===== src/rtl/fifo_pkg.sv =====
// rtl/fifo_pkg.sv - shared constants, count-width helper and handshake status encoding for param_fifo
package fifo_pkg;

    localparam int DEFAULT_DATA_WIDTH = 32;
    localparam int DEFAULT_DEPTH      = 8;

    // Occupancy must represent 0..DEPTH inclusive, hence one bit more than the pointer.
    function automatic int cnt_width(input int depth);
        return $clog2(depth) + 1;
    endfunction

    typedef enum logic [1:0] {
        HS_IDLE = 2'd0,
        HS_ACK  = 2'd1,
        HS_ERR  = 2'd2
    } hs_status_t;

endpackage


===== src/rtl/param_fifo_if.sv =====
// rtl/param_fifo_if.sv - producer/consumer handshake bundle for param_fifo
// master: drives wr_en, d_in, rd_en; slave: drives d_out, full, empty, acks/errs, data_count.
interface param_fifo_if
    import fifo_pkg::*;
#(
    parameter int DATA_WIDTH = DEFAULT_DATA_WIDTH,
    parameter int DEPTH      = DEFAULT_DEPTH
) ();
    localparam int CNT_W = cnt_width(DEPTH);

    logic                  wr_en;
    logic [DATA_WIDTH-1:0] d_in;
    logic                  rd_en;
    logic [DATA_WIDTH-1:0] d_out;
    logic                  full;
    logic                  empty;
    logic                  wr_ack;
    logic                  wr_err;
    logic                  rd_ack;
    logic                  rd_err;
    logic [CNT_W-1:0]      data_count;

    modport master (
        output wr_en, d_in, rd_en,
        input  d_out, full, empty, wr_ack, wr_err, rd_ack, rd_err, data_count
    );

    modport slave (
        input  wr_en, d_in, rd_en,
        output d_out, full, empty, wr_ack, wr_err, rd_ack, rd_err, data_count
    );

endinterface


===== src/rtl/param_read_mux.sv =====
// rtl/param_read_mux.sv - gated DEPTH-to-1 word selector over the FIFO register file
// words: flattened entries (entry i at bits i*DATA_WIDTH); sel: entry index; en: gate; word: selected entry or 0.
module param_read_mux
    import fifo_pkg::*;
#(
    parameter int DATA_WIDTH = DEFAULT_DATA_WIDTH,
    parameter int DEPTH      = DEFAULT_DEPTH,
    localparam int PTR_W     = $clog2(DEPTH)
) (
    input  logic [DEPTH*DATA_WIDTH-1:0] words,
    input  logic [PTR_W-1:0]            sel,
    input  logic                        en,
    output logic [DATA_WIDTH-1:0]       word
);

    always_comb begin
        word = '0;
        if (en) begin
            for (int i = 0; i < DEPTH; i++) begin
                if (sel == PTR_W'(i)) begin
                    word = words[i*DATA_WIDTH +: DATA_WIDTH];
                end
            end
        end
    end

endmodule


===== src/rtl/param_fifo.sv =====
// rtl/param_fifo.sv - parametrised synchronous FIFO with registered gated read port and per-cycle ack/err flags
// clk/rst: clock and synchronous active-high reset; bus: param_fifo_if slave (requests in, data/status out).
module param_fifo
    import fifo_pkg::*;
#(
    parameter int DATA_WIDTH = DEFAULT_DATA_WIDTH,
    parameter int DEPTH      = DEFAULT_DEPTH
) (
    input  logic         clk,
    input  logic         rst,
    param_fifo_if.slave  bus
);

    localparam int PTR_W = $clog2(DEPTH);
    localparam int CNT_W = cnt_width(DEPTH);

    logic [DATA_WIDTH-1:0]       mem [DEPTH];
    logic [DEPTH*DATA_WIDTH-1:0] mem_flat;
    logic [PTR_W-1:0]            head;
    logic [PTR_W-1:0]            tail;
    logic [CNT_W-1:0]            count;
    logic                        full;
    logic                        empty;
    logic                        wr_ok;
    logic                        rd_ok;
    logic [DATA_WIDTH-1:0]       rd_word;

    assign full  = (count == CNT_W'(DEPTH));
    assign empty = (count == '0);

    // A full FIFO still takes a write when a read frees the head slot in the same edge.
    assign wr_ok = bus.wr_en && (!full || bus.rd_en);
    assign rd_ok = bus.rd_en && !empty;

    assign bus.full       = full;
    assign bus.empty      = empty;
    assign bus.data_count = count;

    for (genvar g = 0; g < DEPTH; g++) begin : g_flat
        assign mem_flat[g*DATA_WIDTH +: DATA_WIDTH] = mem[g];
    end

    param_read_mux #(
        .DATA_WIDTH (DATA_WIDTH),
        .DEPTH      (DEPTH)
    ) u_read_mux (
        .words (mem_flat),
        .sel   (head),
        .en    (rd_ok),
        .word  (rd_word)
    );

    // Storage is not reset; on full read+write head==tail and the mux sees the old word.
    always_ff @(posedge clk) begin
        if (!rst && wr_ok) begin
            mem[tail] <= bus.d_in;
        end
    end

    always_ff @(posedge clk) begin
        if (rst) begin
            head       <= '0;
            tail       <= '0;
            count      <= '0;
            bus.d_out  <= '0;
            bus.wr_ack <= 1'b0;
            bus.wr_err <= 1'b0;
            bus.rd_ack <= 1'b0;
            bus.rd_err <= 1'b0;
        end else begin
            if (wr_ok) begin
                tail <= tail + 1'b1;
            end
            if (rd_ok) begin
                head <= head + 1'b1;
            end
            case ({wr_ok, rd_ok})
                2'b10:   count <= count + 1'b1;
                2'b01:   count <= count - 1'b1;
                default: count <= count;
            endcase
            bus.d_out  <= rd_word;
            bus.wr_ack <= wr_ok;
            bus.wr_err <= bus.wr_en && !wr_ok;
            bus.rd_ack <= rd_ok;
            bus.rd_err <= bus.rd_en && !rd_ok;
        end
    end

endmodule


===== src/flat_wrapper.sv =====
// flat-port wrapper written by rule: the top's interface ports become plain ports
module param_fifo_flat import fifo_pkg::*;
#(
    parameter int DATA_WIDTH = DEFAULT_DATA_WIDTH,
    parameter int DEPTH      = DEFAULT_DEPTH
)
  (clk, rst, bus_wr_en, bus_d_in, bus_rd_en, bus_d_out, bus_full, bus_empty, bus_wr_ack, bus_wr_err, bus_rd_ack, bus_rd_err, bus_data_count);
  param_fifo_if #(.DATA_WIDTH(DATA_WIDTH), .DEPTH(DEPTH)) bus_i ();
  input  logic clk;
  input  logic rst;
  input wire logic [$bits(bus_i.wr_en)-1:0] bus_wr_en;
  input wire logic [$bits(bus_i.d_in)-1:0] bus_d_in;
  input wire logic [$bits(bus_i.rd_en)-1:0] bus_rd_en;
  output wire logic [$bits(bus_i.d_out)-1:0] bus_d_out;
  output wire logic [$bits(bus_i.full)-1:0] bus_full;
  output wire logic [$bits(bus_i.empty)-1:0] bus_empty;
  output wire logic [$bits(bus_i.wr_ack)-1:0] bus_wr_ack;
  output wire logic [$bits(bus_i.wr_err)-1:0] bus_wr_err;
  output wire logic [$bits(bus_i.rd_ack)-1:0] bus_rd_ack;
  output wire logic [$bits(bus_i.rd_err)-1:0] bus_rd_err;
  output wire logic [$bits(bus_i.data_count)-1:0] bus_data_count;
  assign bus_i.wr_en = bus_wr_en;
  assign bus_i.d_in = bus_d_in;
  assign bus_i.rd_en = bus_rd_en;
  assign bus_d_out = bus_i.d_out;
  assign bus_full = bus_i.full;
  assign bus_empty = bus_i.empty;
  assign bus_wr_ack = bus_i.wr_ack;
  assign bus_wr_err = bus_i.wr_err;
  assign bus_rd_ack = bus_i.rd_ack;
  assign bus_rd_err = bus_i.rd_err;
  assign bus_data_count = bus_i.data_count;
  param_fifo #(.DATA_WIDTH(DATA_WIDTH), .DEPTH(DEPTH)) u_core (.clk(clk), .rst(rst), .bus(bus_i));
endmodule

===== config.mk =====
export PLATFORM = sky130hd
export DESIGN_NAME = param_fifo_flat
export DESIGN_NICKNAME = d
export VERILOG_FILES = /design/src/rtl/fifo_pkg.sv /design/src/rtl/param_fifo_if.sv /design/src/rtl/param_read_mux.sv /design/src/rtl/param_fifo.sv /design/src/flat_wrapper.sv
export SDC_FILE = /design/constraint.sdc
export NUM_CORES = 1
export LEC_CHECK = 0
export ABC_AREA = 1
export CAP_MARGIN = 20
export CORE_UTILIZATION = 32
export DETAILED_ROUTE_END_ITERATION = 8
export DONT_BUFFER_PORTS = 1
export PLACE_DENSITY_LB_ADDON = 0.12
export SETUP_SLACK_MARGIN = 0.5
export SLEW_MARGIN = 15
export SYNTH_ARGS = -nofsm -noshare
export SYNTH_HDL_FRONTEND = slang
export SYNTH_HIERARCHICAL = 1
export SYNTH_SLANG_ARGS = --single-unit

===== constraint.sdc =====
create_clock -name clk -period 2.9 [get_ports clk]
set_input_delay 0.29 -clock clk [delete_from_list [all_inputs] [get_ports clk]]
set_output_delay 0.29 -clock clk [all_outputs]
set_load 0.02 [all_outputs]

**Word level (Yosys, flattened, before mapping)**

Memory sizes are Yosys's and may differ from the RTL's.
Cells that the tools add are included.

- RAM bits: 256
- Word-level logic and storage cells: 50
- Bits in registers: 46
- Bits of input ports: 36
- Memories kept: 1
- Output and inout bits: 42

Memories:

| memory | depth | width | rd ports | clocked after memory_dff | wr ports | RTL line | RTL |
|---|---|---|---|---|---|---|---|
| u_core.mem | 8 | 32 | 8 | 0 | 1 | param_fifo.sv:17 | `logic [DATA_WIDTH-1:0] mem [DEPTH];` |

- Reduce and logical (&&, ||, !) cells: 15
- Equal/unequal tests: 10
- Bitwise gates (word level): 1
- Multiplexer cells: 11
- Add/subtract/negate cells: 4

Operators by type and width:

| kind | number |
|---|---|
| $mux W32 | 8 |
| $eq A3 B3 Y1 const B | 4 |
| $pmux W4 S2 | 1 |
| $add A3 B1 Y3 const B | 2 |
| $eq A3 B2 Y1 const B | 2 |
| $logic_and A1 B1 Y1 | 5 |
| $logic_not A1 Y1 | 5 |
| $add A4 B1 Y4 const B | 1 |
| $eq A4 B4 Y1 const B | 1 |
| $logic_not A4 Y1 | 1 |
| $sub A4 B1 Y4 const B | 1 |
| $eq A3 B1 Y1 const B | 1 |
| $logic_not A3 Y1 | 1 |
| $eq A2 B1 Y1 const B | 1 |
| $eq A2 B2 Y1 const B | 1 |
| $mux W1 | 2 |
| $reduce_bool A2 Y1 | 1 |
| $reduce_or A2 Y1 | 1 |
| $logic_or A1 B1 Y1 | 1 |
| $not A1 Y1 | 1 |

**Depth between registers and ports, before layout**

- Word-level depth: 9
- Mapped depth: 13
- Depth with buffers taken out: 13

**Hierarchy**

Netlist, hierarchy kept.

By module, submodules not included:

| module | sequential area each (µm²) | area each (µm²) | cells an instance | instances |
|---|---|---|---|---|
| param_fifo | 8608.3 | 9432.8 | 465 | 1 |
| param_read_mux | 0.0 | 2357.3 | 536 | 1 |

**Worst setup path before layout**

No wires, ideal clock.

- Path kind: reg-to-reg
- Start: register u_core.count[1] (netlist: u_core/bus.data_count[1])
- End: memory u_core/mem[0][0] in the netlist's numbering, enable pin
- Arrival time: 1.801 ns
- Required time: 2.504 ns
- Stages on the path, launching flop included: 7
- Path slack: 0.704 ns
- Setup time: 0.396 ns
- Period minus slack after synthesis: 2.196 ns
- Buffers on the path: 0
- Cells stage by stage: dfxtp_1 nor2_4 nand3_4 nand2_4 inv_4 nand2_8 nor2_2

- Longest elaborated chain between the ends: 7

RTL lines:

| what | RTL line | RTL |
|---|---|---|
| start, declared | param_fifo.sv:21 | `logic [CNT_W-1:0] count;` |
| start signal, assigned | param_fifo.sv:78 | `2'b10: count <= count + 1'b1;` |
| start signal, assigned | param_fifo.sv:79 | `2'b01: count <= count - 1'b1;` |
| start signal, assigned | param_fifo.sv:80 | `default: count <= count;` |
| $eq A4 B4 Y1 | param_fifo.sv:28 | `assign full = (count == CNT_W'(DEPTH));` |
| $logic_not A1 Y1 | param_fifo.sv:32 | `assign wr_ok = bus.wr_en && (!full \|\| bus.rd_en);` |
| $logic_or A1 B1 Y1 | param_fifo.sv:32 |  |
| $logic_and A1 B1 Y1 | param_fifo.sv:32 |  |
| $logic_and A1 B1 Y1 | param_fifo.sv:55 | `if (!rst && wr_ok) begin` |
| $mux W1 | param_fifo.sv:55 |  |
| $mux W1 (implied by the code) | param_fifo.sv:56 | `mem[tail] <= bus.d_in;` |
| end, declared | param_fifo.sv:17 |  |

Every way passes these cells.

**Worst setup path after layout**

- Start: register u_core.count[1] (netlist: u_core/bus.data_count[1])
- End: register u_core.count[2] (netlist: u_core/bus.data_count[2])

- Elaborated cells on any way between the ends: 13
- Classes of those cells: add/sub: 2; eq/ne: 3; mux: 1; reduce/logical: 7

RTL lines:

| what | RTL line | RTL |
|---|---|---|
| $logic_not A4 Y1 * | param_fifo.sv:29 | `assign empty = (count == '0);` |
| $logic_not A1 Y1 * | param_fifo.sv:33 | `assign rd_ok = bus.rd_en && !empty;` |
| $logic_and A1 B1 Y1 * | param_fifo.sv:33 |  |
| via u_core.rd_ok | param_fifo.sv:25 | `logic rd_ok;` |
| $eq A2 B1 Y1 / $eq A2 B2 Y1 (equally long branches) | param_fifo.sv:77 | `case ({wr_ok, rd_ok})` |
| $pmux W4 S2 / $reduce_bool A2 Y1 (equally long branches) | - |  |

The timed path passes the listed nets; every way through them passes the cells marked *.
A chain may end at the register's enable or synchronous reset.

==> reports/qor_table.md <==
| Item | Value |
|---|---|
| Worst hold-check path type | primary input to flop |
| Total Routed Length | 28000 µm |
| Total power per unit cell area | 822 nW/µm² |
| Outcome | finished clean |
| Final instance area | 14000 µm² |
| Cell breakdown of the critical path | nor2_4 > nand3_4 > nand2_4 > inv_4 > ha_1 > inv_1 > fa_1 > xnor2_1 > o21ai_0 > inv_1 |
| Internal power of the cells | 8.09 mW |
| List of most frequent post-synthesis cells | 256 x sky130_fd_sc_hd__edfxtp_1, 198 x sky130_fd_sc_hd__nand2_1, 154 x sky130_fd_sc_hd__nor2_1 |
| Post-Route Skew | 0.0102 ns |
| Total setup violations reported at the end of the flow | 0 |
| Netlist area before placement | 11800 µm² |
| Post-synth net total | 1043 |
| Row cnt | 69 |
| Post-detailed-route count of antenna-violating nets | 0 |
| Global-route wire length before repair | 43200 µm |
| Worst Path Max Fanout | 14 |
| Most instantiated flip-flop cell in the synthesis netlist | sky130_fd_sc_hd__edfxtp_1 |
| TritonCTS clock tree | built |
| Via count of the first global-routing pass | 7002 |
| CTS Root Cell | sky130_fd_sc_hd__clkbuf_16 |
| Period utilisation layout | 75.4% |
| Area share of the leading cell type in the synthesized netlist | 65.2% |
| Arrival time at the worst endpoint | 2.59 ns |
| Capturing element type of the critical path | flop |
| Startpoint of the worst-slack reg-to-reg timing path | u_core/bus.data_count[1] |
| Gate power share | 17.8% |
| Num ports | 78 |
| Clock Latency Late Sink | 0.52 ns |
| GPL Wtd Cong | 0.715 |
| Count of filler cells inserted in the layout | 3463 |
| Placement Cell Area | 12500 µm² |
| Initial core utilization | 32.8% |
| Antenna violations before repair | 2 |
| Drt first-iter violations | 395 |
| Total number of cells along the worst setup path | 10 |
| Mean routed wirelength per cell | 18.0 µm |
| Detailed placement HPWL | 16300 µm |
| Share of the yosys chip area belonging to registers | 73.0% |
| End point of the critical path | u_core/bus.data_count[2] |
| Die X-Extent | 194 µm |
| Post-synth EDFFs | 256 |
| CP Launch Point | u_core/bus.data_count[1] |
| Maximum resistive drop on vdd | 0.459 mV |
| Max Fclk | 0.457 GHz |
| Register bit count reported by yosys | 302 |
| Pre-CTS setup slack | 0.680 ns |
| Detailed Routing Iterations Pass 1 | 4 |
| Hold Slack | 0.0982 ns |
| Post-route total power | 11.5 mW |
| Worst R2R Setup Slack | 0.71 ns |
| Register area | 8610 µm² |
| Minimum clock period | 2.19 ns |
| Max-capacitance violation count | 0 |
| Reported leakage power | 5.19 nW |
| Main area contributors after synthesis | sky130_fd_sc_hd__edfxtp_1 65%, sky130_fd_sc_hd__dfxtp_1 7.8%, sky130_fd_sc_hd__nand2_1 6.3%, sky130_fd_sc_hd__nor2_1 4.9%, sky130_fd_sc_hd__inv_1 3.5% |
| Critical path required time | 3.30 ns |
| Flop pwr share | 45.3% |
| Pin count of the biggest net entering global routing | 40 |
| Total negative slack for setup checks | 0 ns |
| Worst path bufs/invs | 3 |
| # H-tree levels | 2 |
| FF-to-FF End | u_core/bus.data_count[2] |
| Final core utilization | 38.9% |
| Footprint of the multi-input gates | 2600 µm² |
| Final Hold Vio Count | 0 |
| Library cell with the largest summed area after synthesis | sky130_fd_sc_hd__edfxtp_1 |
| Port Buffer Count | 0 |
| Worst R2R Path Depth | 10 |
| Buffer levels on the longest clock path | 3 |
| Transition time of the tightest slew-check pin | 0.886 ns |
| Post-synthesis instance total | 1001 |
| Slew Limit Headroom | 40.4% |
| Cell Count, Final, Fillers Out | 1552 |
| Total number of vias | 7117 |
| Layout overhead on the synthesized area | 18.4% |
| Core Region | 35900 µm² |
| Setup fix buffers added after clock tree synthesis | 0 |
| Dpl cells | 1453 |
| Clock Pin Slew Worst Setup and Hold Paths | 0.06 ns |
| Part of the total power dissipated in the clock network | 36.9% |
| Gate family responsible for the most delay along the worst path | adder cells |
| Final layout net count | 1107 |
| P_sw | 3.39 mW |
| Global Route Usage Sum | 15.2% |
| Most Frequent Cell on Critical Path | sky130_fd_sc_hd__inv_1 |
| Floorplan die area | 37600 µm² |
| Total DRC errors in the routed layout | 0 |
| Die Ht | 194 µm |
| Asr flop ratio synth | 0% |
| Number of vias per cell | 4.59 |
| GRT overflow | 0 |
| Mapped Avg Cell Area | 11.8 µm² |
| Synthesis Warnings | 6 |
| Highest cell delay on the worst timing path | 0.59 ns |
| Switching portion of total power | 29.5% |
| CP max stage cell | sky130_fd_sc_hd__dfxtp_1 |
| Setup Crit Path Kind | flop to flop |
| RSZ-0062 raised after global routing | false |
| Distinct cell type count after synthesis | 32 |
| Final worst slack | 0.713 ns |
| Fraction of layout cells with a size suffix above 1 | 11.2% |
| Number of clock sinks | 302 |
| Most numerous cell in the Yosys netlist | sky130_fd_sc_hd__edfxtp_1 |
| CTS Buf Count | 36 |
| Max-slew violation total from the final report | 0 |
| Startpoint class of the critical path | flop |
[what timing repair did]
action / CTS / global route
hold endpoints to repair: 297 / 0
hold buffers: 35 / 0
resized for setup: 0 / 1
setup endpoints to repair: 0 / 1
[worst register-to-register path, delay by kind of cell, from the launching register on]
| family | cells | cell delay [ns] |
|---|---|---|
| adder cells (fa/ha/maj) | 2 | 0.63 |
| flip-flops | 1 | 0.59 |
| buffers and inverters | 3 | 0.31 |
| AND/OR/NAND/NOR | 3 | 0.27 |
| AO/OA/AOI/OAI | 1 | 0.14 |
| XOR/XNOR | 1 | 0.13 |
[state kept, by name, indices dropped and copies added, names as in the netlist]
name                   count
u_core/mem               256
u_core/bus.d_out          32
u_core/bus.data_count      4
u_core/bus.rd_err          1
u_core/bus.rd_ack          1
u_core/head                3
u_core/bus.wr_ack          1
u_core/tail                3
u_core/bus.wr_err          1
[worst min-delay path by stage]
stage	slack [ns]	to	depth (start not counted)	start
detailed placement	0.37	u_core/bus.d_out[21]	1	rst
finish	0.1	u_core/bus.d_out[20]	2	rst
floorplan	0.39	u_core/mem[0][0]	0	bus_d_in[0]
CTS	0.09	u_core/bus.d_out[21]	2	rst
global placement	0.37	u_core/bus.d_out[21]	1	rst
global route	0.11	u_core/bus.d_out[1]	2	rst
[power groups by stage]
stage	logic, mW	registers (mW)	clock network (mW)
after floorplan	1.39	5.26	0
after global placement	1.97	5.29	0
after detailed placement	1.98	5.29	0
after CTS	2.09	5.20	4.35
after global routing	2.34	5.22	4.53
final	2.04	5.20	4.24
[metal layers]
layer  routed length, µm  vias up  track usage [%]
met3                1150       42             2.84
li1                    -     3509                -
met1               13900     3425             21.7
met2               12400      139             23.5
met5                  13        -                0
met4                 553        2             4.85
[cell type report]
type | instances | share of cell area, %
clock inverters | 14 | 0.672
well taps | 461 | 4.13
repair buffers | 62 | 4.35
inverters | 122 | 3.32
flip-flops and latches | 302 | 61.7
diodes | 1 | 0.0179
clock buffers | 49 | 7.24
multi-input cells | 541 | 18.6
[logic make-up (layout without fill, tap and decap cells)]
logic type                 count (synthesis)  after routing  synth area share (%)
adders and majority gates                  6              6                 0.700
and+or+nand+nor                          478            478                  18.4
buffers and inverters                    158            247                  5.38
AOI/OAI and AO/OA                         54             54                  2.29
other                                      0              1                     0
DFF                                      302            302                  73.0
xor gates and xnor gates                   3              3                 0.223
[cells in the final DEF (no fill, tap or decap), drive strengths merged, types with 2 or more instances in the layout]
master and instances:
a21oi 41, buf 28, clkbuf 49, clkinv 11, clkinvlp 2, dfxtp 46, dlygate4sd3 34, edfxtp 256
ha 5, inv 122, nand2 202, nand3 48, nand4 47, nor2 164, nor3 7, o21ai 13
or2 8, xor2 2
(Power assumes the default switching activity.)
